==> src/rtl/regfile_scoreboard.sv <==
// Per-register in-flight writer counters for DE hazard detection; stall_o/issue_o are combinational, counts update next cycle.
// Backpressure: stall_o holds DE on a pending source or a saturated destination counter; same-cycle WB releases a hazard.
module regfile_scoreboard #(
   parameter int NREGS     = 32,
   parameter int REGNOBITS = 5,
   parameter int CNTBITS   = 2
) (
   input  logic                 clk,
   input  logic                 reset,
   input  logic                 issue_valid_i,
   input  logic                 issue_wr_i,
   input  logic [REGNOBITS-1:0] issue_rd_i,
   input  logic                 src1_valid_i,
   input  logic [REGNOBITS-1:0] src1_no_i,
   input  logic                 src2_valid_i,
   input  logic [REGNOBITS-1:0] src2_no_i,
   input  logic                 wb_valid_i,
   input  logic [REGNOBITS-1:0] wb_no_i,
   input  logic                 flush_i,
   output logic                 stall_o,
   output logic                 issue_o,
   output logic [NREGS-1:0]     busy_vec_o,
   output logic                 err_o,
   output logic [31:0]          stall_cycles_o
);

   localparam logic [CNTBITS-1:0] CNT_MAX = '1;

   logic [CNTBITS-1:0] count [NREGS];
   logic [NREGS-1:0]   busy_eff;
   logic               rd_full;
   logic               inc;
   logic               dec;
   logic               same_reg;

   // A counter about to drop to zero from this cycle's WB is not a hazard:
   // the regfile writes on negedge, so DE reads the fresh value.
   always_comb begin
      busy_eff   = '0;
      busy_vec_o = '0;
      for (int r = 1; r < NREGS; r++) begin
         busy_vec_o[r] = (count[r] != '0);
         busy_eff[r]   = (count[r] != '0) &&
                         !(wb_valid_i && (wb_no_i == REGNOBITS'(r)) && (count[r] == CNTBITS'(1)));
      end
   end

   assign rd_full  = issue_wr_i && (issue_rd_i != '0) && (count[issue_rd_i] == CNT_MAX);
   assign stall_o  = issue_valid_i && !flush_i &&
                     ((src1_valid_i && busy_eff[src1_no_i]) ||
                      (src2_valid_i && busy_eff[src2_no_i]) ||
                      rd_full);
   assign issue_o  = issue_valid_i && !stall_o;
   assign inc      = issue_o && issue_wr_i && (issue_rd_i != '0);
   assign dec      = wb_valid_i && (wb_no_i != '0);
   assign same_reg = (issue_rd_i == wb_no_i);

   always_ff @(posedge clk) begin
      if (reset) begin
         for (int r = 0; r < NREGS; r++) count[r] <= '0;
         err_o          <= 1'b0;
         stall_cycles_o <= '0;
      end else begin
         if (stall_o && (stall_cycles_o != 32'hFFFF_FFFF))
            stall_cycles_o <= stall_cycles_o + 32'd1;
         if (flush_i) begin
            for (int r = 0; r < NREGS; r++) count[r] <= '0;
         end else if (!(inc && dec && same_reg)) begin
            if (inc)
               count[issue_rd_i] <= count[issue_rd_i] + CNTBITS'(1);
            if (dec) begin
               // Releasing an idle register means a WB with no matching issue.
               if (count[wb_no_i] == '0)
                  err_o <= 1'b1;
               else
                  count[wb_no_i] <= count[wb_no_i] - CNTBITS'(1);
            end
         end
      end
   end

endmodule

==> config.mk <==
export PLATFORM = sky130hd
export DESIGN_NAME = regfile_scoreboard
export DESIGN_NICKNAME = d
export VERILOG_FILES = /design/src/rtl/regfile_scoreboard.sv
export SDC_FILE = /design/constraint.sdc
export NUM_CORES = 1
export LEC_CHECK = 0
export ABC_AREA = 1
export CAP_MARGIN = 0
export CORE_ASPECT_RATIO = 0.7
export CORE_UTILIZATION = 30
export DETAILED_ROUTE_END_ITERATION = 16
export PLACE_DENSITY = 0.47
export SYNTH_ARGS = -nofsm -noshare
export SYNTH_HDL_FRONTEND = slang
export SYNTH_SLANG_ARGS = --single-unit
==> constraint.sdc <==
create_clock -name clk -period 4.7 [get_ports clk]
set_input_delay 0.94 -clock clk [delete_from_list [all_inputs] [get_ports clk]]
set_output_delay 0.94 -clock clk [all_outputs]
set_load 0.02 [all_outputs]
Yosys cells after proc, flatten, opt, wreduce, memory -nomap -nowiden
Memory sizes are Yosys's and may differ from the RTL's.
Index checks and enable logic that the tools add are counted.
{ "word_totals": {"out_inout_bits": 67, "wordCells": 343, "input_bits": 28, "memories": 1, "mem_bits_rw": 64, "regBits": 33} }
{ "memory_table": {"columns": ["memory", "depth", "word_bits", "rd", "rd_ports_with_merged_regs", "wr", "line_no", "text"], "rows": [
  ["count", 32, 2, 33, 0, 32, "29", "logic [CNTBITS-1:0] count [NREGS];"]
]} }
{ "op_classes": {"reduce_logical": 178, "bitwise": 34, "n_addsub": 3, "eq_ne": 65, "n_mux": 58, "magnitude_cmp": 2} }
{ "ops": {"columns": ["cell", "n"], "rows": [
  ["logical AND 1 bit", 106],
  ["equality test 5 bit (second input constant)", 16],
  ["2-to-1 mux 2 bit", 34],
  ["equality test 2 x 1 -> 1 bit (second input constant)", 31],
  ["nonzero test 2 bit", 31],
  ["equality test 5 x 4 -> 1 bit (second input constant)", 8],
  ["logical NOT 1 bit", 33],
  ["adder 32 x 1 -> 32 bit (second input constant)", 1],
  ["!= test 32 bit (second input constant)", 1],
  ["bitwise OR 1 bit", 32],
  ["equality test 5 x 3 -> 1 bit (second input constant)", 4],
  ["2-to-1 mux 1 bit", 20],
  ["< comparator 5 x 6 -> 1 bit (second input constant)", 2],
  ["binary-select mux 1 bit (select 5 bit)", 2],
  ["equality test 5 x 2 -> 1 bit (second input constant)", 2],
  ["2-to-1 mux 5 bit", 2],
  ["nonzero test 5 bit", 2],
  ["equality test 5 x 1 -> 1 bit (second input constant)", 1],
  ["equality test 5 bit", 1],
  ["AND reduction 4 bit", 1],
  ["OR reduction 2 bit", 2],
  ["adder 2 x 1 -> 2 bit (second input constant)", 1],
  ["equality test 2 bit (second input constant)", 1],
  ["logical NOT 2 bit", 1],
  ["3 further kinds", 5]
]} }

Longest topological paths before layout
Gate-level depths: netlist (run 1).
{ "depth": {"word_depth": 23, "depth_mapped": 21, "mapped_depth_nobuf": 18} }

Least setup slack after synthesis (run 1)
OpenSTA, ideal clock, no wires.
{ "synth_timing": {"path_kind": "input to register", "startpoint": "input wb_no_i[0]", "endpoint": "memory count[13][0], enable pin", "path_buffers": 6, "required_ps": 4400, "slack_ps": 646, "cell_stages": 16, "setup_ps": 300, "arrival_ps": 3753, "cell_sequence": "inv_2 > nand2_2 > buf_2 > buf_1 > o22ai_1 > o21ai_0 > nand4_1 > or2_2 > clkbuf_1 > clkbuf_1 > ha_1 > nor3_1 > clkbuf_1 > clkbuf_1 > nand3_1 > nand3_1"} }
{ "synth_rtl": {"columns": ["item", "line_no", "text"], "rows": [
  ["from (decl)", "18", "input logic [REGNOBITS-1:0] wb_no_i,"],
  ["to (decl)", "29", null]
]} }

Worst setup path in the final report (run 1)
{ "layout_timing": {"startpoint": "input issue_rd_i[3]", "endpoint": "output stall_o"} }
{ "layout_between": {"elab_chain_len": 5, "word_cells_on_any_way": 7, "cone_classes": "1 x eq/ne; 5 x reduce/logical; 1 x memory"} }
{ "layout_lines": {"columns": ["item", "line_no", "text"], "rows": [
  ["from (decl)", "12", "input logic [REGNOBITS-1:0] issue_rd_i,"],
  ["memory (32 x 2 bit) / nonzero test 5 bit (equally long branches)", null, null],
  ["equality test 2 bit / logical AND 1 bit (equally long branches)", "48", "assign rd_full = issue_wr_i && (issue_rd_i != '0) && (count[issue_rd_i] == CNT_MAX);"],
  ["logical AND 1 bit (*)", "48", null],
  ["logical OR 1 bit (*)", "51", "(src2_valid_i && busy_eff[src2_no_i]) ||"],
  ["logical AND 1 bit (*)", "49", "assign stall_o = issue_valid_i && !flush_i &&"],
  ["to (decl)", "20", "output logic stall_o,"]
]} }
Every way passes the cells marked *; elsewhere a longest branch is shown, timed or not.

==> flow_summary.json, run 1 <==
{
  "status": "completed",
  "postRouteWirelength_um": 38600,
  "tightest_slew_ns": 1.02,
  "vias": 9893,
  "power_density_nw_per_um2": 224,
  "clock_latency_ns": 0.37,
  "grt_max_degree": 95,
  "hold_viol_final": 0,
  "fp-row-count": 49,
  "first_pass_iters": 6,
  "path_class": "primary input to output pin",
  "synth.distinct_cells": 32,
  "setup_viol": 0,
  "leakagePower_nw": 4.24,
  "cts_tree": "yes",
  "dpl_cell_area_um2": 10300,
  "worst_setup_path_start_kind": "primary input",
  "relSlewSlack": 0.311,
  "yosysWarnings": 0,
  "cts_max_level": 3,
  "yosys.area_share.adder": 0.00462,
  "wire_per_inst_um": 22.3,
  "clock_path_buffers": 2,
  "max_cap_violations": 0,
  "fin_util": 0.409,
  "avgSynthCellArea_um2": 6.65,
  "fin_crit_ns": 4.64,
  "r2r_slack_ns": 1.57,
  "synthMuxAreaShare": 0,
  "diodes": 0,
  "portBuffers": 93,
  "overflow": 0,
  "worstHoldPathType": "flop to flop",
  "area_growth_pct": 31.5,
  "final_common_cell": "nand3_1",
  "synth_seq_cells": 97,
  "critPathRequiredTime_ns": 3.76,
  "power.total_mw": 2.39,
  "synth_cells": 1220,
  "met3_usage": 0.101,
  "hpwl_um": 29800,
  "final_cell_area_um2": 10700,
  "clock.fmax_mhz": 216,
  "detail-route-antenna-nets": 0,
  "drt-initial-drc-count": 1284,
  "die_h_um": 140,
  "yosys.area_share.simple": 0.457,
  "clock_skew_ns": 0.00986,
  "synth-compound-area-share": 0.0943,
  "report.final.slew_viol_count": 0,
  "die_w_um": 199,
  "antenna_found_initial": 0,
  "critical_path_arrival_ns": 3.70,
  "grt.met2_usage": 0.328,
  "grt_pass1_wl_um": 56300,
  "dieArea_um2": 27700,
  "viasPerCell": 5.70,
  "end_kind": "output pin",
  "yosysSeqAreaShare": 0.318,
  "synth_xor_xnor_area_share": 0.0302,
  "layout-drive-gt1-share": 0.177,
  "root_buffer": "clkbuf_16",
  "grt_use_met1": 0.451,
  "cts_made_buffers": 9,
  "final_nets": 1405,
  "core_um2": 26100,
  "path_clk_slew_ns": 0.07,
  "busiest_layer": "met1",
  "synth.cell_area_um2": 8120,
  "cts_num_sinks": 97,
  "drc": 0,
  "synth_top_family_by_area": "simple AND/OR/NAND/NOR gates",
  "initial_utilization": 0.311,
  "track_usage": 0.276,
  "ios": 95,
  "path_max_fanout": 5,
  "vdd_drop_max_mv": 0.185,
  "gp_congestion": 1.02,
  "final_cell_mix": "nand3_1 (249), nand2_1 (239), buf_4 (119)",
  "fillers": 2742,
  "grt_pass1_vias": 8565,
  "min_period_over_period": 0.987
}
[critical path: stages]
cell	delay, ns
clkdlybuf4s50_1	0.64
inv_1	0.18
nor3_1	0.44
o21ai_0	0.22
nand2_1	0.13
nor4_2	0.06
ha_1	0.19
nand2_1	0.09
nand3_2	0.16
nand2_2	0.15
inv_2	0.05
buf_4	0.13
dlygate4sd2_1	0.31
[report_power, final]
| group | internal (mW) | total [mW] | switching [mW] | leakage (nW) |
|---|---|---|---|---|
| Clock | 0.381 | 0.751 | 0.370 | 0.139 |
| Sequential | 0.934 | 0.966 | 0.0322 | 0.979 |
| Combinational | 0.231 | 0.669 | 0.438 | 3.12 |
| Total | 1.55 | 2.39 | 0.840 | 4.24 |
[per-stage QoR]
stage | TNS, ns | hold slack (ns) | instances | setup slack [ns]
5_1_grt | -0.0134 | 0.526 | 1736 | -0.00702
2_1_floorplan | 0 | 0.529 | 1222 | 0.646
6_report | 0 | 0.473 | 1736 | 0.0615
3_5_place_dp | -0.727 | 0.468 | 1720 | -0.384
4_1_cts | 0 | 0.487 | 1736 | 0.0255
3_3_place_gp | -0.698 | 0.460 | 1720 | -0.366
[metal layers]
metal	wire (µm)	vias up	share of wire
met2	13900	605	0.36
met4	415	0	0.011
met5	0	-	0
met1	18900	4690	0.49
met3	5420	27	0.14
li1	-	4571	-
[cell families (layout without fill, tap and decap cells)]
logic type | count (synthesis) | after routing
DFF | 97 | 97
other | 1 | 3
adders and majority gates | 3 | 3
buffers and inverters | 185 | 342
xor gates and xnor gates | 28 | 28
and+or+nand+nor | 769 | 769
AOI/OAI and AO/OA | 137 | 137
[Yosys cell counts]
cell type / instances / area (µm²)
buf_2: 19 / 95.1
clkbuf_1: 42 / 158
nor2_2: 13 / 81.3
nand2_2: 5 / 31.3
nand4_4: 1 / 21.3
buf_6: 3 / 33.8
buf_4: 9 / 67.6
nand4_1: 78 / 488
nor2_4: 4 / 45.0
nor3b_1: 1 / 7.51
clkinv_2: 1 / 5.00
nor2_1: 88 / 330
ha_1: 3 / 37.5
nand3_1: 251 / 1260
nor3_2: 1 / 10.0
inv_1: 89 / 334
clkinv_1: 1 / 3.75
nand2_1: 242 / 908
conb_1: 1 / 3.75
o22ai_1: 64 / 400
or2_2: 33 / 206
buf_1: 13 / 48.8
dfxtp_1: 33 / 661
o21ai_0: 40 / 200
nor3_1: 31 / 155
nor4_1: 12 / 75.1
xnor2_1: 6 / 52.6
inv_2: 8 / 30.0
a21oi_1: 33 / 165
nand3_2: 9 / 90.1
edfxtp_1: 64 / 1920
xor2_1: 22 / 193
[worst paths after layout]
kind | cells after the start | endpoint | startpoint
worst min register to register | 2 | err_o | err_o
worst max register to register | 14 | count[9][1] | count[1][1]
worst max-delay path | 13 | stall_o | issue_rd_i[3]
worst min-delay path | 2 | err_o | err_o
[layout make-up]
| type | count | area (µm²) | share of cell area |
|---|---|---|---|
| multi-input cells | 940 | 4870 | 0.456 |
| flip-flops and latches | 97 | 2580 | 0.242 |
| repair buffers | 227 | 2120 | 0.199 |
| well taps | 357 | 447 | 0.0418 |
| inverters | 99 | 373 | 0.0349 |
| clock inverters | 5 | 38.8 | 0.00363 |
| clock buffers | 11 | 244 | 0.0229 |
[timing repair]
item,in CTS,in global routing
endpoints found under the setup margin,2,2
hold buffers,0,0
resized for setup,6,22
gates cloned,0,0
setup buffers,0,0
[registers in the layout, indices dropped and copies added (netlist names)]
register,cells
stall_cycles_o,32
err_o,1
count,64
(Power assumes the default switching activity.)
==> run 2: changes to the inputs <==
Settings changed: CELL_PAD_IN_SITES_DETAIL_PLACEMENT set to 1, CELL_PAD_IN_SITES_GLOBAL_PLACEMENT set to 2, PLACE_DENSITY 0.47 to 0.77.
==> flow_summary.json, run 2 (synthesis gave the netlist of run 1 again) <==
{
  "leakagePower_nw": 4.16,
  "final_cell_area_um2": 10500,
  "r2r_end": "count[16][1]",
  "vdd_drop_max_mv": 0.167,
  "relSlewSlack": 0.457,
  "setup_tns_ns": 0,
  "ios": 95,
  "die_h_um": 140,
  "fin_crit_ns": 4.49,
  "cts_tree": "yes",
  "grt_max_degree": 95,
  "power_density_nw_per_um2": 230,
  "clock.fmax_mhz": 223,
  "diodes": 0,
  "stdcell_count": 1719,
  "core_um2": 26100,
  "first_pass_iters": 5,
  "antenna_found_initial": 0,
  "final_nets": 1388,
  "die_w_um": 199,
  "postRouteWirelength_um": 42100,
  "path_max_fanout": 7,
  "viasPerCell": 5.79,
  "crit_start": "issue_rd_i[3]",
  "crit_path_end": "stall_o",
  "dpl_cell_area_um2": 10200,
  "clock_latency_ns": 0.37,
  "tightest_slew_ns": 0.808,
  "fin_util": 0.401,
  "gp_congestion": 0.961,
  "path_class": "primary input to output pin",
  "regMostFlops": "count",
  "critPathRequiredTime_ns": 3.76,
  "slowest_delay_ns": 0.57,
  "max_cap_violations": 0,
  "end_kind": "output pin",
  "portBuffers": 93,
  "final_cell_mix": "nand3_1 (251), nand2_1 (242), buf_4 (103)",
  "preCtsSetupSlack_ns": -0.303,
  "track_usage": 0.307,
  "grt_pass1_wl_um": 62200,
  "cts_max_level": 3,
  "finalHoldWorstSlack_ns": 0.475,
  "detail-route-antenna-nets": 0,
  "layout-drive-gt1-share": 0.155,
  "fillers": 3347,
  "wire_per_inst_um": 24.5,
  "path_clk_slew_ns": 0.08,
  "report.final.slew_viol_count": 0,
  "clock_skew_ns": 0.0130,
  "initial_utilization": 0.311,
  "cts_made_buffers": 9,
  "dp.cells": 1703,
  "fin_ws_ns": 0.213,
  "drt-initial-drc-count": 1228,
  "worst_path_most_repeated_cell": "buf_4",
  "cpMaxStageDelayCell": "clkdlybuf4s50_1",
  "overflow": 0,
  "largest_reg_flops": 64,
  "multiInputGateArea_um2": 4800,
  "r2r-start": "count[17][1]",
  "area_growth_pct": 29.0,
  "final_common_cell": "nand3_1",
  "regArea_um2": 2580,
  "dieArea_um2": 27700,
  "root_buffer": "clkbuf_16",
  "ff2ff_path_depth": 14,
  "setup_viol": 0,
  "fp-row-count": 49,
  "vias": 9952,
  "drc": 0,
  "path_cells": "clkdlybuf4s50_1 -> inv_1 -> nor3_1 -> buf_4 -> o21ai_1 -> nand4_1 -> or2_2 -> ha_1 -> nand2_1 -> nand3_4 -> nand2_2 -> inv_2 -> buf_4 -> clkbuf_2",
  "grt_pass1_vias": 9377,
  "worstHoldPathType": "flop to flop",
  "hpwl_um": 32500,
  "cts_num_sinks": 97,
  "r2r_slack_ns": 1.36,
  "cts_hold_buf": 0,
  "clock_path_buffers": 2,
  "worst_setup_path_start_kind": "primary input",
  "critical_path_arrival_ns": 3.55,
  "rsz0062_at_grt": "no",
  "status": "completed",
  "min_period_over_period": 0.955,
  "hold_viol_final": 0,
  "power.total_mw": 2.41,
  "top_regs": "count: 64 flops, stall_cycles_o: 32 flops, err_o: 1 flops"
}
[run 2: cell types whose count changed in the layout (fill, tap and decap cells not counted), moves of 3 or more]
cell and change:
nor3_1 +4, nor3_2 -4, buf_4 -16, nor2_1 +5
nor2_4 -3, nand2_1 +3
[run 2: area by class of cell]
type	instances	share of cell area
Multi-Input combinational cell	940	0.458
Sequential cell	97	0.247
Timing Repair Buffer	210	0.189
Tap cell	357	0.0427
Inverter	99	0.0356
Clock buffer	11	0.0222
Clock inverter	5	0.00526
[run 2: worst min path at each step]
stage,start,end,cells past startpoint,slack (ns)
global route,err_o,err_o,2,0.50
global placement,err_o,err_o,2,0.44
floorplan,err_o,err_o,2,0.53
detailed placement,err_o,err_o,2,0.45
CTS,err_o,err_o,2,0.48
finish,err_o,err_o,2,0.47
[run 2: report_power, final]
group	total (mW)	switching, mW	internal [mW]	leakage (nW)
logic	0.666	0.448	0.218	3.04
clock network	0.778	0.364	0.413	0.138
registers	0.968	0.0341	0.934	0.979
[run 2: routing by layer]
metal / part of all wire / up-vias / track usage
li1: - / 4525 / -
met1: 0.50 / 4878 / 0.493
met2: 0.37 / 520 / 0.376
met3: 0.13 / 29 / 0.111
met4: 0.010 / 0 / 0.0514
met5: 0 / - / 0
[run 2: repair_timing]
action                                  4_1_cts  5_1_grt
buffers inserted                              0        0
endpoints found under the hold margin         0        0
gates resized for setup                       6       10
endpoints found under the setup margin        2        2
pin swaps                                     0        3
[run 2: worst max-delay path: cells and delay by family]
family | cells | cell delay (ns)
buf+inv | 6 | 1.33
simple gates | 6 | 0.95
fa+ha+maj | 1 | 0.19
compound gates | 1 | 0.13
==> run 3: changes to the inputs <==
==> constraint.sdc (replaced) <==
create_clock -name clk -period 4.7 [get_ports clk]
set_input_delay 0.47 -clock clk [delete_from_list [all_inputs] [get_ports clk]]
set_output_delay 0.47 -clock clk [all_outputs]
set_load 0.02 [all_outputs]
==> flow_summary.json, run 3 (synthesis gave the netlist of run 1 again) <==
{
  "max_cap_violations": 0,
  "end_kind": "output pin",
  "final_nets": 1309,
  "first_pass_iters": 5,
  "crit_start": "issue_rd_i[0]",
  "grt_pass1_vias": 9052,
  "regMostFlops": "count",
  "final_cell_mix": "nand3_1 (251), nand2_1 (240), clkdlybuf4s50_1 (93)",
  "area_growth_pct": 19.9,
  "hpwl_um": 30700,
  "hold_viol_final": 0,
  "fp-row-count": 49,
  "final_cell_area_um2": 9730,
  "antenna_found_initial": 0,
  "core_um2": 26100,
  "cts_made_buffers": 9,
  "relSlewSlack": 0.429,
  "rsz0062_at_grt": "no",
  "root_buffer": "clkbuf_16",
  "diodes": 0,
  "vdd_drop_max_mv": 0.160,
  "grt_pass1_wl_um": 60200,
  "worst_setup_path_start_kind": "primary input",
  "tightest_slew_ns": 0.854,
  "fillers": 3334,
  "fin_crit_ns": 4.50,
  "drc": 0,
  "regArea_um2": 2580,
  "ios": 95,
  "hp-start": "err_o",
  "setup_tns_ns": 0,
  "fin_util": 0.373,
  "seqPwrFrac": 0.412,
  "wire_per_inst_um": 24.8,
  "die_h_um": 140,
  "path_max_fanout": 18,
  "r2r_slack_ns": 1.26,
  "worstHoldPathType": "flop to flop",
  "critical_path_arrival_ns": 4.03,
  "combPwrFrac": 0.261,
  "p_int_mw": 1.50,
  "path_class": "primary input to output pin",
  "whs_endpoint": "err_o",
  "dpl_cell_area_um2": 9440,
  "overflow": 0,
  "cts_max_level": 3,
  "initial_utilization": 0.311,
  "ff2ff_path_depth": 13,
  "min_period_over_period": 0.958,
  "top_regs": "count: 64 flops, stall_cycles_o: 32 flops, err_o: 1 flops",
  "r2r_end": "count[1][1]",
  "die_w_um": 199,
  "portBuffers": 93,
  "worstHoldPathCells": 2,
  "p_sw_mw": 0.833,
  "largest_reg_flops": 64,
  "dieArea_um2": 27700,
  "clock_path_buffers": 2,
  "gp_congestion": 0.983,
  "r2r-start": "count[25][1]",
  "status": "completed",
  "postRouteWirelength_um": 40700,
  "leakagePower_nw": 3.70,
  "vias": 9621,
  "cts_tree": "yes",
  "final_common_cell": "nand3_1",
  "clock_latency_ns": 0.37,
  "path_clk_slew_ns": 0.08,
  "grt_max_degree": 92,
  "drt-initial-drc-count": 1195,
  "viasPerCell": 5.87,
  "layout-drive-gt1-share": 0.104,
  "track_usage": 0.293,
  "setup_viol": 0,
  "cts_num_sinks": 97,
  "clkPwrFrac": 0.327,
  "power_density_nw_per_um2": 240,
  "clock_skew_ns": 0.00947,
  "report.final.slew_viol_count": 0,
  "critPathRequiredTime_ns": 4.23,
  "switching_share": 0.357,
  "detail-route-antenna-nets": 0,
  "clock.fmax_mhz": 222,
  "multiInputGateArea_um2": 4780
}
## run 3: cell count changes in the layout (fill, tap and decap cells not counted), moves of 2 or more
cell / delta
nand2_2: +2
o21ai_0: +4
nand2_1: -2
inv_4: +2
clkbuf_2: -2
buf_12: -10
dlymetal6s2s_1: -2
buf_4: -69
clkinv_2: +2
o21ai_1: -3
clkbuf_1: -2
clkdlybuf4s50_1: +4
## run 3: worst max path at each step
stage               cells past startpoint           end  slack (ns)
global placement                       14       issue_o        0.09
global route                           15       issue_o        0.02
floorplan                              16  count[13][0]        1.12
CTS                                    14       issue_o        0.11
detailed placement                     15   count[1][1]        0.07
finish                                 13       issue_o        0.20
## run 3: what timing repair did
item | in CTS | in global routing
endpoints found under the setup margin | 0 | 2
buffers inserted | 0 | 0
gates resized for setup | 0 | 2
hold buffers | 0 | 0
## run 3: layer usage
metal / global-route usage / routed length [µm] / vias to the layer above / part of all wire
met2: 0.373 / 15400 / 504 / 0.38
met1: 0.455 / 19600 / 4728 / 0.48
met4: 0.0494 / 322 / 0 / 0.0079
met3: 0.114 / 5340 / 19 / 0.13
met5: 0 / 0 / - / 0
li1: - / - / 4370 / -
## run 3: per-stage QoR
stage	setup slack, ns	hold WS, ns	total power, mW	instances
global placement	0.0883	0.453	1.57	1624
global route	0.0248	0.501	2.40	1640
floorplan	1.12	0.529	1.30	1222
CTS	0.110	0.473	2.34	1640
finish	0.199	0.475	2.34	1640
detailed placement	0.0668	0.454	1.57	1624
## run 3: power groups by stage
stage / clock (mW) / combinational [mW] / sequential (mW)
after floorplan: 0 / 0.331 / 0.968
after global placement: 0 / 0.594 / 0.980
after detailed placement: 0 / 0.594 / 0.981
after CTS: 0.779 / 0.595 / 0.961
after global routing: 0.798 / 0.639 / 0.965
final: 0.764 / 0.610 / 0.963
## run 3: cell type report
type,count,area share
clock inverters,6,0.00373
flip-flops and latches,97,0.265
clock buffers,10,0.0257
inverters,99,0.0383
well taps,357,0.0459
repair buffers,131,0.130
multi-input cells,940,0.491
## run 3: worst max-delay path: stages
cell	delay, ns
clkdlybuf4s50_1	0.49
nand2_1	0.67
o22ai_1	0.16
o21ai_0	0.34
nand4_1	0.12
or2_2	0.31
ha_1	0.18
nand2_1	0.17
nand3_2	0.19
nand2_2	0.15
inv_2	0.07
nor2_1	0.08
clkdlybuf4s50_1	0.61
